--- src/rtl/mips_multicycle_ctrl.sv ---
// rtl/mips_multicycle_ctrl.sv - multicycle MIPS control FSM (fetch/decode/execute/writeback)
//
// Purpose: sequences one instruction at a time through FETCH, DECODE, EXECUTE
// and WRITEBACK. It decodes a small ALU subset of MIPS, drives datapath
// control, and parks in EXCEPT on any unsupported instruction until reset.
//
// Ports:
//   clock        in   rising-edge clock
//   reset        in   asynchronous, active-high; forces IDLE and clears all outputs
//   run          in   level; 1 = keep issuing instructions
//   imem_ack     in   instruction word valid (only looked at in FETCH)
//   imem_data    in   [31:0] instruction word, opcode [31:26], funct [5:0]
//   imem_req     out  fetch request, high for every FETCH cycle
//   pc_en        out  one-cycle PC advance strobe (WRITEBACK)
//   alu_op       out  [2:0] registered ALU operation select
//   rd_src       out  1 = destination is rt (I-type), 0 = rd (R-type)
//   alu_src2     out  1 = ALU operand B is the extended immediate
//   writeenable  out  register-file write strobe (WRITEBACK)
//   except       out  sticky illegal-instruction flag
//   busy         out  1 in any state other than IDLE and EXCEPT
//   retired      out  [15:0] completed-instruction count, wraps silently

module mips_multicycle_ctrl (
  input  logic        clock,
  input  logic        reset,
  input  logic        run,
  input  logic        imem_ack,
  input  logic [31:0] imem_data,
  output logic        imem_req,
  output logic        pc_en,
  output logic [2:0]  alu_op,
  output logic        rd_src,
  output logic        alu_src2,
  output logic        writeenable,
  output logic        except,
  output logic        busy,
  output logic [15:0] retired
);

  localparam logic [2:0] S_IDLE      = 3'd0;
  localparam logic [2:0] S_FETCH     = 3'd1;
  localparam logic [2:0] S_DECODE    = 3'd2;
  localparam logic [2:0] S_EXECUTE   = 3'd3;
  localparam logic [2:0] S_WRITEBACK = 3'd4;
  localparam logic [2:0] S_EXCEPT    = 3'd5;

  localparam logic [5:0] OP_RTYPE = 6'h00;
  localparam logic [5:0] OP_ADDI  = 6'h08;
  localparam logic [5:0] OP_ANDI  = 6'h0c;
  localparam logic [5:0] OP_ORI   = 6'h0d;
  localparam logic [5:0] OP_XORI  = 6'h0e;

  localparam logic [5:0] FN_ADD = 6'h20;
  localparam logic [5:0] FN_SUB = 6'h22;
  localparam logic [5:0] FN_AND = 6'h24;
  localparam logic [5:0] FN_OR  = 6'h25;
  localparam logic [5:0] FN_XOR = 6'h26;
  localparam logic [5:0] FN_NOR = 6'h27;

  localparam logic [2:0] ALU_ADD = 3'b010;
  localparam logic [2:0] ALU_SUB = 3'b011;
  localparam logic [2:0] ALU_AND = 3'b100;
  localparam logic [2:0] ALU_OR  = 3'b101;
  localparam logic [2:0] ALU_NOR = 3'b110;
  localparam logic [2:0] ALU_XOR = 3'b111;

  logic [2:0]  state;
  logic [2:0]  next_state;

  // Only the opcode and funct fields steer control; the register and
  // immediate fields are consumed by the datapath, not by this block.
  logic [5:0]  ir_opcode;
  logic [5:0]  ir_funct;
  logic        unused_imem_fields;

  logic        dec_legal;
  logic [2:0]  dec_alu_op;
  logic        dec_rd_src;
  logic        dec_alu_src2;

  logic [2:0]  alu_op_q;
  logic        rd_src_q;
  logic        alu_src2_q;
  logic [15:0] retired_cnt;

  assign unused_imem_fields = ^imem_data[25:6];

  // Instruction classification from the captured IR fields.
  always_comb begin
    dec_legal    = 1'b0;
    dec_alu_op   = ALU_ADD;
    dec_rd_src   = 1'b0;
    dec_alu_src2 = 1'b0;
    case (ir_opcode)
      OP_RTYPE: begin
        dec_legal = 1'b1;
        case (ir_funct)
          FN_ADD:  dec_alu_op = ALU_ADD;
          FN_SUB:  dec_alu_op = ALU_SUB;
          FN_AND:  dec_alu_op = ALU_AND;
          FN_OR:   dec_alu_op = ALU_OR;
          FN_XOR:  dec_alu_op = ALU_XOR;
          FN_NOR:  dec_alu_op = ALU_NOR;
          default: dec_legal  = 1'b0;
        endcase
      end
      OP_ADDI: begin
        dec_legal    = 1'b1;
        dec_alu_op   = ALU_ADD;
        dec_rd_src   = 1'b1;
        dec_alu_src2 = 1'b1;
      end
      OP_ANDI: begin
        dec_legal    = 1'b1;
        dec_alu_op   = ALU_AND;
        dec_rd_src   = 1'b1;
        dec_alu_src2 = 1'b1;
      end
      OP_ORI: begin
        dec_legal    = 1'b1;
        dec_alu_op   = ALU_OR;
        dec_rd_src   = 1'b1;
        dec_alu_src2 = 1'b1;
      end
      OP_XORI: begin
        dec_legal    = 1'b1;
        dec_alu_op   = ALU_XOR;
        dec_rd_src   = 1'b1;
        dec_alu_src2 = 1'b1;
      end
      default: dec_legal = 1'b0;
    endcase
  end

  always_comb begin
    next_state = state;
    case (state)
      S_IDLE:      if (run) next_state = S_FETCH;
      S_FETCH:     if (imem_ack) next_state = S_DECODE;
      S_DECODE:    next_state = dec_legal ? S_EXECUTE : S_EXCEPT;
      S_EXECUTE:   next_state = S_WRITEBACK;
      // run is only consulted here, so dropping it mid-instruction
      // still lets the current instruction retire.
      S_WRITEBACK: next_state = run ? S_FETCH : S_IDLE;
      S_EXCEPT:    next_state = S_EXCEPT;
      default:     next_state = S_IDLE;
    endcase
  end

  always_ff @(posedge clock or posedge reset) begin
    if (reset) begin
      state <= S_IDLE;
    end else begin
      state <= next_state;
    end
  end

  always_ff @(posedge clock or posedge reset) begin
    if (reset) begin
      ir_opcode <= 6'h00;
      ir_funct  <= 6'h00;
    end else if (state == S_FETCH && imem_ack) begin
      ir_opcode <= imem_data[31:26];
      ir_funct  <= imem_data[5:0];
    end
  end

  // Control fields load on the DECODE->EXECUTE edge and then hold until
  // the next legal decode, so they are stable through EXECUTE/WRITEBACK.
  always_ff @(posedge clock or posedge reset) begin
    if (reset) begin
      alu_op_q   <= 3'b000;
      rd_src_q   <= 1'b0;
      alu_src2_q <= 1'b0;
    end else if (state == S_DECODE && dec_legal) begin
      alu_op_q   <= dec_alu_op;
      rd_src_q   <= dec_rd_src;
      alu_src2_q <= dec_alu_src2;
    end
  end

  always_ff @(posedge clock or posedge reset) begin
    if (reset) begin
      retired_cnt <= 16'h0000;
    end else if (state == S_WRITEBACK) begin
      retired_cnt <= retired_cnt + 16'h0001;
    end
  end

  // All strobes decode straight from the state register, so an async
  // reset clears them in the same instant it clears the state.
  assign imem_req    = (state == S_FETCH);
  assign writeenable = (state == S_WRITEBACK);
  assign pc_en       = (state == S_WRITEBACK);
  assign except      = (state == S_EXCEPT);
  assign busy        = (state != S_IDLE) && (state != S_EXCEPT);
  assign alu_op      = alu_op_q;
  assign rd_src      = rd_src_q;
  assign alu_src2    = alu_src2_q;
  assign retired     = retired_cnt;

endmodule

--- config.mk ---
export PLATFORM = sky130hd
export DESIGN_NAME = mips_multicycle_ctrl
export DESIGN_NICKNAME = d
export VERILOG_FILES = /design/src/rtl/mips_multicycle_ctrl.sv
export SDC_FILE = /design/constraint.sdc
export NUM_CORES = 1
export LEC_CHECK = 0
export BUFFER_PORTS_ARGS = -buffer_cell sky130_fd_sc_hd__buf_2
export CAP_MARGIN = 5
export CORE_MARGIN = 4
export CORE_UTILIZATION = 40
export DETAILED_ROUTE_END_ITERATION = 8
export PLACE_DENSITY = 0.78
export RECOVER_POWER = 50
export SETUP_SLACK_MARGIN = 0.5
export SLEW_MARGIN = 20
export SYNTH_ARGS = -nofsm -noshare
export SYNTH_HDL_FRONTEND = slang
export SYNTH_SLANG_ARGS = --single-unit
--- constraint.sdc ---
create_clock -name clock -period 2.1 [get_ports clock]
set_clock_uncertainty 0.15 [all_clocks]
set_input_delay 0.105 -clock clock [delete_from_list [all_inputs] [get_ports clock]]
set_output_delay 0.105 -clock clock [all_outputs]
set_load 0.1 [all_outputs]
---- Word level (Yosys, flattened, before mapping) ----
Cells that the tools add are included.
cells by class
  add/subtract/negate cells ............... 1
  $mul .................................... 0
  div/mod/pow operators ................... 0
  $lt $le $gt $ge ......................... 0
  equality and inequality tests ........... 18
  shift-type cells ........................ 0
  muxes and demuxes ....................... 10
  bitwise gates (word level) .............. 0
  reductions and logical operators ........ 9
operator list
  cell                                                                    count
  6-bit equality test (second input constant)                             6
  6-bit by 4-bit equality test with 1-bit output (second input constant)  4
  3-bit one-hot mux with 6 select lines                                   1
  16-bit by 1-bit adder with 16-bit output (second input constant)        1
  3-bit one-hot mux with 5 select lines                                   1
  3-bit one-hot mux with 4 select lines                                   1
  3-bit two-way mux                                                       3
  3-bit by 2-bit equality test with 1-bit output (second input constant)  2
  3-bit equality test (second input constant)                             2
  6-bit logical NOT                                                       1
  6-bit OR reduction                                                      1
  2-bit != test (second input constant)                                   2
  4-bit OR reduction                                                      1
  3-bit by 1-bit equality test with 1-bit output (second input constant)  1
  1-bit logical AND                                                       3
  3-bit logical NOT                                                       1
  1-bit two-way mux                                                       3
  3-bit != test (second input constant)                                   1
  3-bit nonzero test                                                      1
  1-bit one-hot mux with 2 select lines                                   1
  2-bit AND reduction                                                     1
word-level totals
  bits in registers ....................... 35
  latch bits .............................. 0
  memory bits (writable) .................. 0
  ROM bits ................................ 0
  input port bits ......................... 36
  memories ................................ 0

---- Depth between registers and ports, before layout ----
Gate-level depths: netlist of run 1.
  depth after elaboration ................. 6
  mapped depth ............................ 6
  depth with buffers taken out ............ 5

---- Worst setup path after synthesis of run 1 ----
OpenSTA, ideal clock, no wires.
  kind .................................... reg2out
  from .................................... register state[1]
  to ...................................... output imem_req
  arrival time ............................ 2.753 ns
  required time ........................... 1.845 ns
  setup slack ............................. -0.908 ns
  cell stages (with the launch flop) ...... 3
  path buffers ............................ 1
  cell sequence ........................... dfrtp_1 > clkbuf_1 > nor3b_1
between the ends
  cells in the longest elaborated chain, start to end .. 1
ends and longest elaborated chain
  item                                            line  text
  start: declaration                              67    logic [2:0] state;
  start signal: assignment                        154   state <= next_state;
  3-bit by 1-bit equality test with 1-bit output  192   assign imem_req = (state == S_FETCH);
  end: declaration                                29    output logic imem_req,
No other way between the ends.

---- Worst setup path after layout of run 1 ----
  from .................................... register state[1]
  to ...................................... register retired_cnt[9] (netlist: retired[9])
between the ends
  cells in the longest elaborated chain, start to end .. 1
ends and longest elaborated chain
  item                    line  text
  3-bit equality test     185   end else if (state == S_WRITEBACK) begin
  end signal: assignment  186   retired_cnt <= retired_cnt + 16'h0001;
  end: declaration        84    logic [15:0] retired_cnt;
No other way between the ends.
A chain may end at the register's enable or synchronous reset.

==> metrics, run 1 <==
DIE AREA=around 0.0052 mm²; Yosys top cell by area=dfrtp_1; most common cell in the synthesized netlist=dfrtp_1; Avg Cell Area, Syn=11.8 µm²; status=complete, no violations; RSZ-0062 raised after global routing=yes; first-pass GRT wire length=6330 µm; Final ANT Viol Nets=0; Tcrit/Tclk final=92.7%; CP endpoint kind=flip-flop; Hold Path Depth=4; Reg-to-Reg Start=state[1]$_DFFE_PP0P_; Netlist Area Pre-Place=approximately 0.0017 mm²; met1 WL=~1600 µm; Synth top cells by count=dfrtp_1 (35), mux2_2 (15), nand2_1 (11); reg2reg setup slack=roughly 0.15 ns; max layer used=met4; VDD IR max=between 0.7 and 0.8 mV; Hold EP=state[0]$_DFFE_PP0P_; initial antenna violation count=0; MaxCap Viol Count=0; Starting Density=41.5%; final hold violation count=0; Routability Congestion=0.745; Top delay family on crit path=simple AND/OR/NAND/NOR gates; Worst Setup SP=state[1]$_DFFE_PP0P_; Hold Crit Class=in -> reg; post-DP HPWL=around 2500 µm; Clk Latency, worst-skew pair=roughly 0.28 ns; Avg WL per Cell=approximately 15 µm; CP max stage cell=or4_4; cells on worst reg2reg path=4; Critical Path RT=between 2 and 2.5 ns; fin crit period=1.95 ns; clock buffer depth=2; top cell type's share of synthesized area=a little over half; CTS tree=yes; root buf cell=clkbuf_8; area delta synth->final=56.4%; port bufs=a little over 40; Slew HR=21.9%; WS Path Type=reg -> reg; Core Area=0.00400 mm²; Fmax achieved=approximately 510 MHz; crit path DAT=1.97 ns; worst hold start=imem_ack; Final Max Slew Viols=0; # nets final=about 250; CTS Buf Count=5; Crit Path Max Fanout=5; Synth cell types=40; crit path launch type=flip-flop; Rows=23; IO Count=62; chip width=72.4 µm; warnings from Yosys=0; largest stage delay on the critical path=approximately 0.53 ns; # diodes=0; WL met2=~2100 µm; Mapped Cells=between 100 and 150; vias post-DR=about 1,300; met3 wire length=between 150 and 200 µm; R2R Path End=retired[9]$_DFFE_PP0P_; slew of the pin with the lowest slew margin=approximately 1.2 ns; crit-path cells=or3b_4, or4_4, or2_4, xnor2_2; FFs w/ async S/R, synth=100%; drt initial violations=62; Leak=around 1.2 nW; EDFF count, synth=0; Total Routing Usage GR=15.6%; largest net degree at the start of global routing=20; drt first pass iters=4; global route total overflow=0; final WL=about 3900 µm; clk sinks=35; H-tree Lvls=2; Synth area leaders=dfrtp_1 (53%), mux2_2 (10%), xnor2_1 (4.8%), xor2_1 (3.7%), nand2_1 (2.5%); chip height=72.4 µm; total power=~3.7 mW; #FFs+latches synth=35; Via density=5.01; Reg clk slew, reported paths=0.07 ns; CP Buf/Inv Count=0; vias in the first global route=1,388; final core occ=64.9%; final setup fails=0; share of the yosys chip area belonging to registers=between 50% and 60%; P per Cell Area=1440 mW/mm²; syn nets=about 180; layout cells sized above 1=around 50%; number of remaining DRC errors=0; dominant synthesized flop cell=dfrtp_1
registers in the layout, indices dropped and copies added, names as in the netlist:
register and flops:
retired 16, ir_funct 6, ir_opcode 6, alu_op 3, state 3, alu_src2 1
layout make-up:
| class | count | area [µm²] |
|---|---|---|
| fillers | 316 | 1410 |
| well taps | 50 | 62.6 |
| clock buffers | 8 | 100 |
| repair buffers | 75 | 576 |
| inverters | 3 | 15.0 |
| flip-flops and latches | 35 | 906 |
| multi-input cells | 96 | 936 |
report_power, final:
group	total (mW)	switching, mW	internal [mW]	leakage [nW]
Sequential	1.16	0.250	0.908	0.431
Combinational	2.06	1.25	0.807	0.688
Clock	0.531	0.231	0.299	0.0515
Total	3.74	1.73	2.01	1.17
through the flow:
step	cells	hold WS, ns	setup slack, ns	instance area [µm²]	setup TNS (ns)
after detailed placement	233	0.0704	0.116	2100	0
after global placement	233	0.0594	0.119	2100	0
final	267	0.111	0.153	2590	0
after floorplan	141	0.0718	-0.0714	1850	-0.0714
after global routing	267	0.116	0.113	2590	0
after CTS	264	0.0850	0.114	2490	0
worst reg2reg max path, cell delays in order (launching register included):
cell and delay, ns:
dfrtp_1 0.38, or3b_4 0.40, or4_4 0.53, or2_4 0.26
xnor2_2 0.12
routing by layer:
metal | vias up | track usage [%]
li1 | 640 | -
met5 | - | 0
met1 | 662 | 17.7
met3 | 2 | 5.40
met2 | 33 | 28.3
met4 | 0 | 3.07
layout by cell type, fill, tap and decap left out, types with 7 or more instances in the layout:
cell,count
dfrtp_1,21
clkbuf_1,16
dlygate4sd3_1,14
dfrtp_2,9
buf_6,9
mux2_4,15
clkbuf_8,7
xor2_1,7
nand2_1,11
buf_4,9
xnor2_1,7
buf_2,17
cells by family (layout without fill, tap and decap cells):
group                      after synthesis  count (layout)  synth area share, %
AOI/OAI and AO/OA                       15              15                 5.81
xor gates and xnor gates                17              17                 9.43
adders and majority gates                1               1                0.754
buffers and inverters                   10              86                 3.24
DFF                                     35              35                 52.8
muxes                                   15              15                 10.2
and+or+nand+nor                         48              48                 17.8
timing repair:
item / in CTS / in global routing
endpoints found under the setup margin: 33 / 37
setup buffers: 8 / 3
hold buffers: 14 / 0
resized for setup: 27 / 25
endpoints found under the hold margin: 29 / 0
cloned: 1 / 0
pin swaps: 8 / 9
worst max path at each step:
stage / endpoint / slack, ns / cells after the start
3_3_place_gp: retired[9]$_DFFE_PP0P_ / 0.12 / 4
6_report: retired[9]$_DFFE_PP0P_ / 0.15 / 4
5_1_grt: retired[14]$_DFFE_PP0P_ / 0.11 / 5
3_5_place_dp: retired[9]$_DFFE_PP0P_ / 0.12 / 4
2_1_floorplan: retired[9]$_DFFE_PP0P_ / -0.07 / 6
4_1_cts: retired[9]$_DFFE_PP0P_ / 0.11 / 4
(Power assumes the default switching activity.)
==> run 2, diff against run 1 <==
--- a/config.mk
+++ b/config.mk
@@ -10,7 +10,7 @@
 export CORE_MARGIN = 4
 export CORE_UTILIZATION = 40
 export DETAILED_ROUTE_END_ITERATION = 8
-export PLACE_DENSITY = 0.78
+export PLACE_DENSITY = 0.66
 export RECOVER_POWER = 50
 export SETUP_SLACK_MARGIN = 0.5
 export SLEW_MARGIN = 20
==> run 2 against run 1 <==
Register-to-register slack got worse by 0.05 ns. Count of clock-buffer cells in the layout decreased by 1. Die area is the same. Sequential power about the same. Hold slack worse by 0.029 ns. Non-clock buffer count rose by 13.
==> metrics, run 2 (same netlist as run 1, synthesis figures left out) <==
status=complete, no violations; placed instance count=234 (+0.43%); initial antenna violation count=0 (unchanged); Fillers=313 (-0.95%); minimum hold slack=0.0821 ns (-0.0286 ns); Slew HR=21.7% (-0.16 points); WS Path Type=reg -> reg; Core Area=0.00400 mm² (unchanged); Routability Congestion=0.763 (+2.5%); post-DP HPWL=2580 µm (+1.5%); Rows=23 (unchanged); Crit Path Max Fanout=5 (unchanged); post-layout worst setup margin=0.100 ns (-0.0526 ns); slew of the pin with the lowest slew margin=1.18 ns (+0.00235 ns); number of remaining DRC errors=0 (unchanged); RSZ-0062 raised after global routing=yes; VDD IR max=0.796 mV (+6.9%); largest stage delay on the critical path=0.57 ns (+0.04 ns); CTS Buf Count=5 (unchanged); clock buffer depth=2 (unchanged); final hold violation count=0 (unchanged); Reg clk slew, reported paths=0.08 ns (about the same); Avg WL per Cell=14.2 µm (-3.3%); # diodes=0 (unchanged); IO Count=62 (unchanged); Hold Crit Class=in -> reg; area delta synth->final=64.0%; P per Cell Area=1440 mW/mm² (-0.35%); max reg flops=16 (unchanged); commonest non-fill, non-tap cell in the layout=buf_2; Leak=1.27 nW (+8.2%); crit path launch type=flip-flop; fin crit period=2.00 ns (+0.0526 ns); DP Area=0.00211 mm² (+0.36%); MaxCap Viol Count=0 (unchanged); first-pass GRT wire length=6680 µm (+5.4%); Final Max Slew Viols=0 (unchanged); most frequent cells in the layout=buf_2 (24), dfrtp_1 (21), buf_4 (19); largest net degree at the start of global routing=21 (+5.0%); max layer used=met4; Tcrit/Tclk final=95.2% (+2.5 points); root buf cell=clkbuf_8; WL met2=2180 µm (+3.8%); Finished Layout Cells=280 (+4.9%); # nets final=266 (+5.1%); met1 WL=1520 µm (-5.9%); clk sinks=35 (unchanged); crit-path cells=or3b_4, or4_4, or2_4, xnor2_2; Critical Path RT=2.14 ns (+0.02 ns); final WL=3970 µm (+1.4%); DIE AREA=0.00524 mm² (unchanged); met3 wire length=201 µm (+8.6%); global route total overflow=0 (unchanged); drt initial violations=49 (-21%); CP Buf/Inv Count=0 (unchanged); H-tree Lvls=2 (unchanged); CP endpoint kind=flip-flop; Total Routing Usage GR=16.6% (+1.1 points); vias post-DR=1,396 (+4.4%); port bufs=41 (unchanged); design area=0.00272 mm² (+4.9%); CP max stage cell=or4_4; layout cells sized above 1=53.9% (+2.8 points); CTS tree=yes; crit path DAT=2.04 ns (+0.07 ns); Clk Latency, worst-skew pair=0.29 ns (about the same); drt first pass iters=3 (-1); total power=3.91 mW (+4.5%); Top delay family on crit path=simple AND/OR/NAND/NOR gates; dpl ws=0.105 ns (-0.0109 ns); Final ANT Viol Nets=0 (unchanged); final setup fails=0 (unchanged); Via density=4.99 (-0.43%); chip height=72.4 µm (unchanged); chip width=72.4 µm (unchanged); Starting Density=41.5% (unchanged); vias in the first global route=1,398 (+0.72%); Fmax achieved=500 MHz (-2.6%)
==> run 2: cell types whose count changed in the layout (fill, tap and decap cells not counted), sizes merged <==
cell,delta
clkinvlp,+1
buf,+19
clkbuf,-7
==> run 2: stage by stage <==
step	setup TNS (ns)	util, %
final	0	68.0
after detailed placement	0	52.8
after global routing	0	68.0
after global placement	0	52.8
after CTS	0	64.6
after floorplan	-0.0714	-
==> run 2: final timing paths <==
path	depth (start not counted)	endpoint	slack, ns	startpoint
worst max-delay path	4	retired[9]$_DFFE_PP0P_	0.10	state[1]$_DFFE_PP0P_
worst min register to register	1	retired[15]$_DFFE_PP0P_	0.32	retired[15]$_DFFE_PP0P_
worst max register to register	4	retired[9]$_DFFE_PP0P_	0.10	state[1]$_DFFE_PP0P_
min in group asynchronous	4	alu_op[2]$_DFFE_PP0P_	0.44	reset
max in group asynchronous	4	retired[1]$_DFFE_PP0P_	0.45	reset
worst min-delay path	4	state[0]$_DFFE_PP0P_	0.08	imem_ack
==> run 2: where the power goes <==
part | switching [mW] | internal, mW | leakage (nW)
Sequential | 0.232 | 0.907 | 0.431
Combinational | 1.30 | 0.924 | 0.785
Clock | 0.252 | 0.298 | 0.0505
==> run 2: layout make-up <==
cell class	instances	area [µm²]	share of cell area, %
clock inverter	1	7.51	0.276
timing repair buffer	88	687	25.2
inverter	3	15.0	0.552
tap	50	62.6	2.30
multi-input combinational	96	947	34.8
clock buffer	7	96.3	3.54
sequential	35	906	33.3
==> run 2: routing by layer <==
layer / vias up / GRT usage, %
met1: 694 / 18.7
li1: 667 / -
met3: 7 / 4.99
met4: 0 / 6.15
met2: 28 / 29.6
met5: - / 0
==> run 2: timing repair <==
| item | 4_1_cts | 5_1_grt |
|---|---|---|
| pin swaps | 10 | 14 |
| endpoints found under the setup margin | 33 | 37 |
| endpoints found under the hold margin | 48 | 0 |
| resized for setup | 41 | 16 |
| buffers inserted | 11 | 12 |
| hold buffers | 14 | 0 |
| gates cloned | 1 | 0 |
==> run 2: worst register-to-register path, delay by kind of cell (launching register included) <==
family / cells / cell delay (ns)
xor gates and xnor gates: 1 / 0.13
and+or+nand+nor: 3 / 1.23
DFF: 1 / 0.38
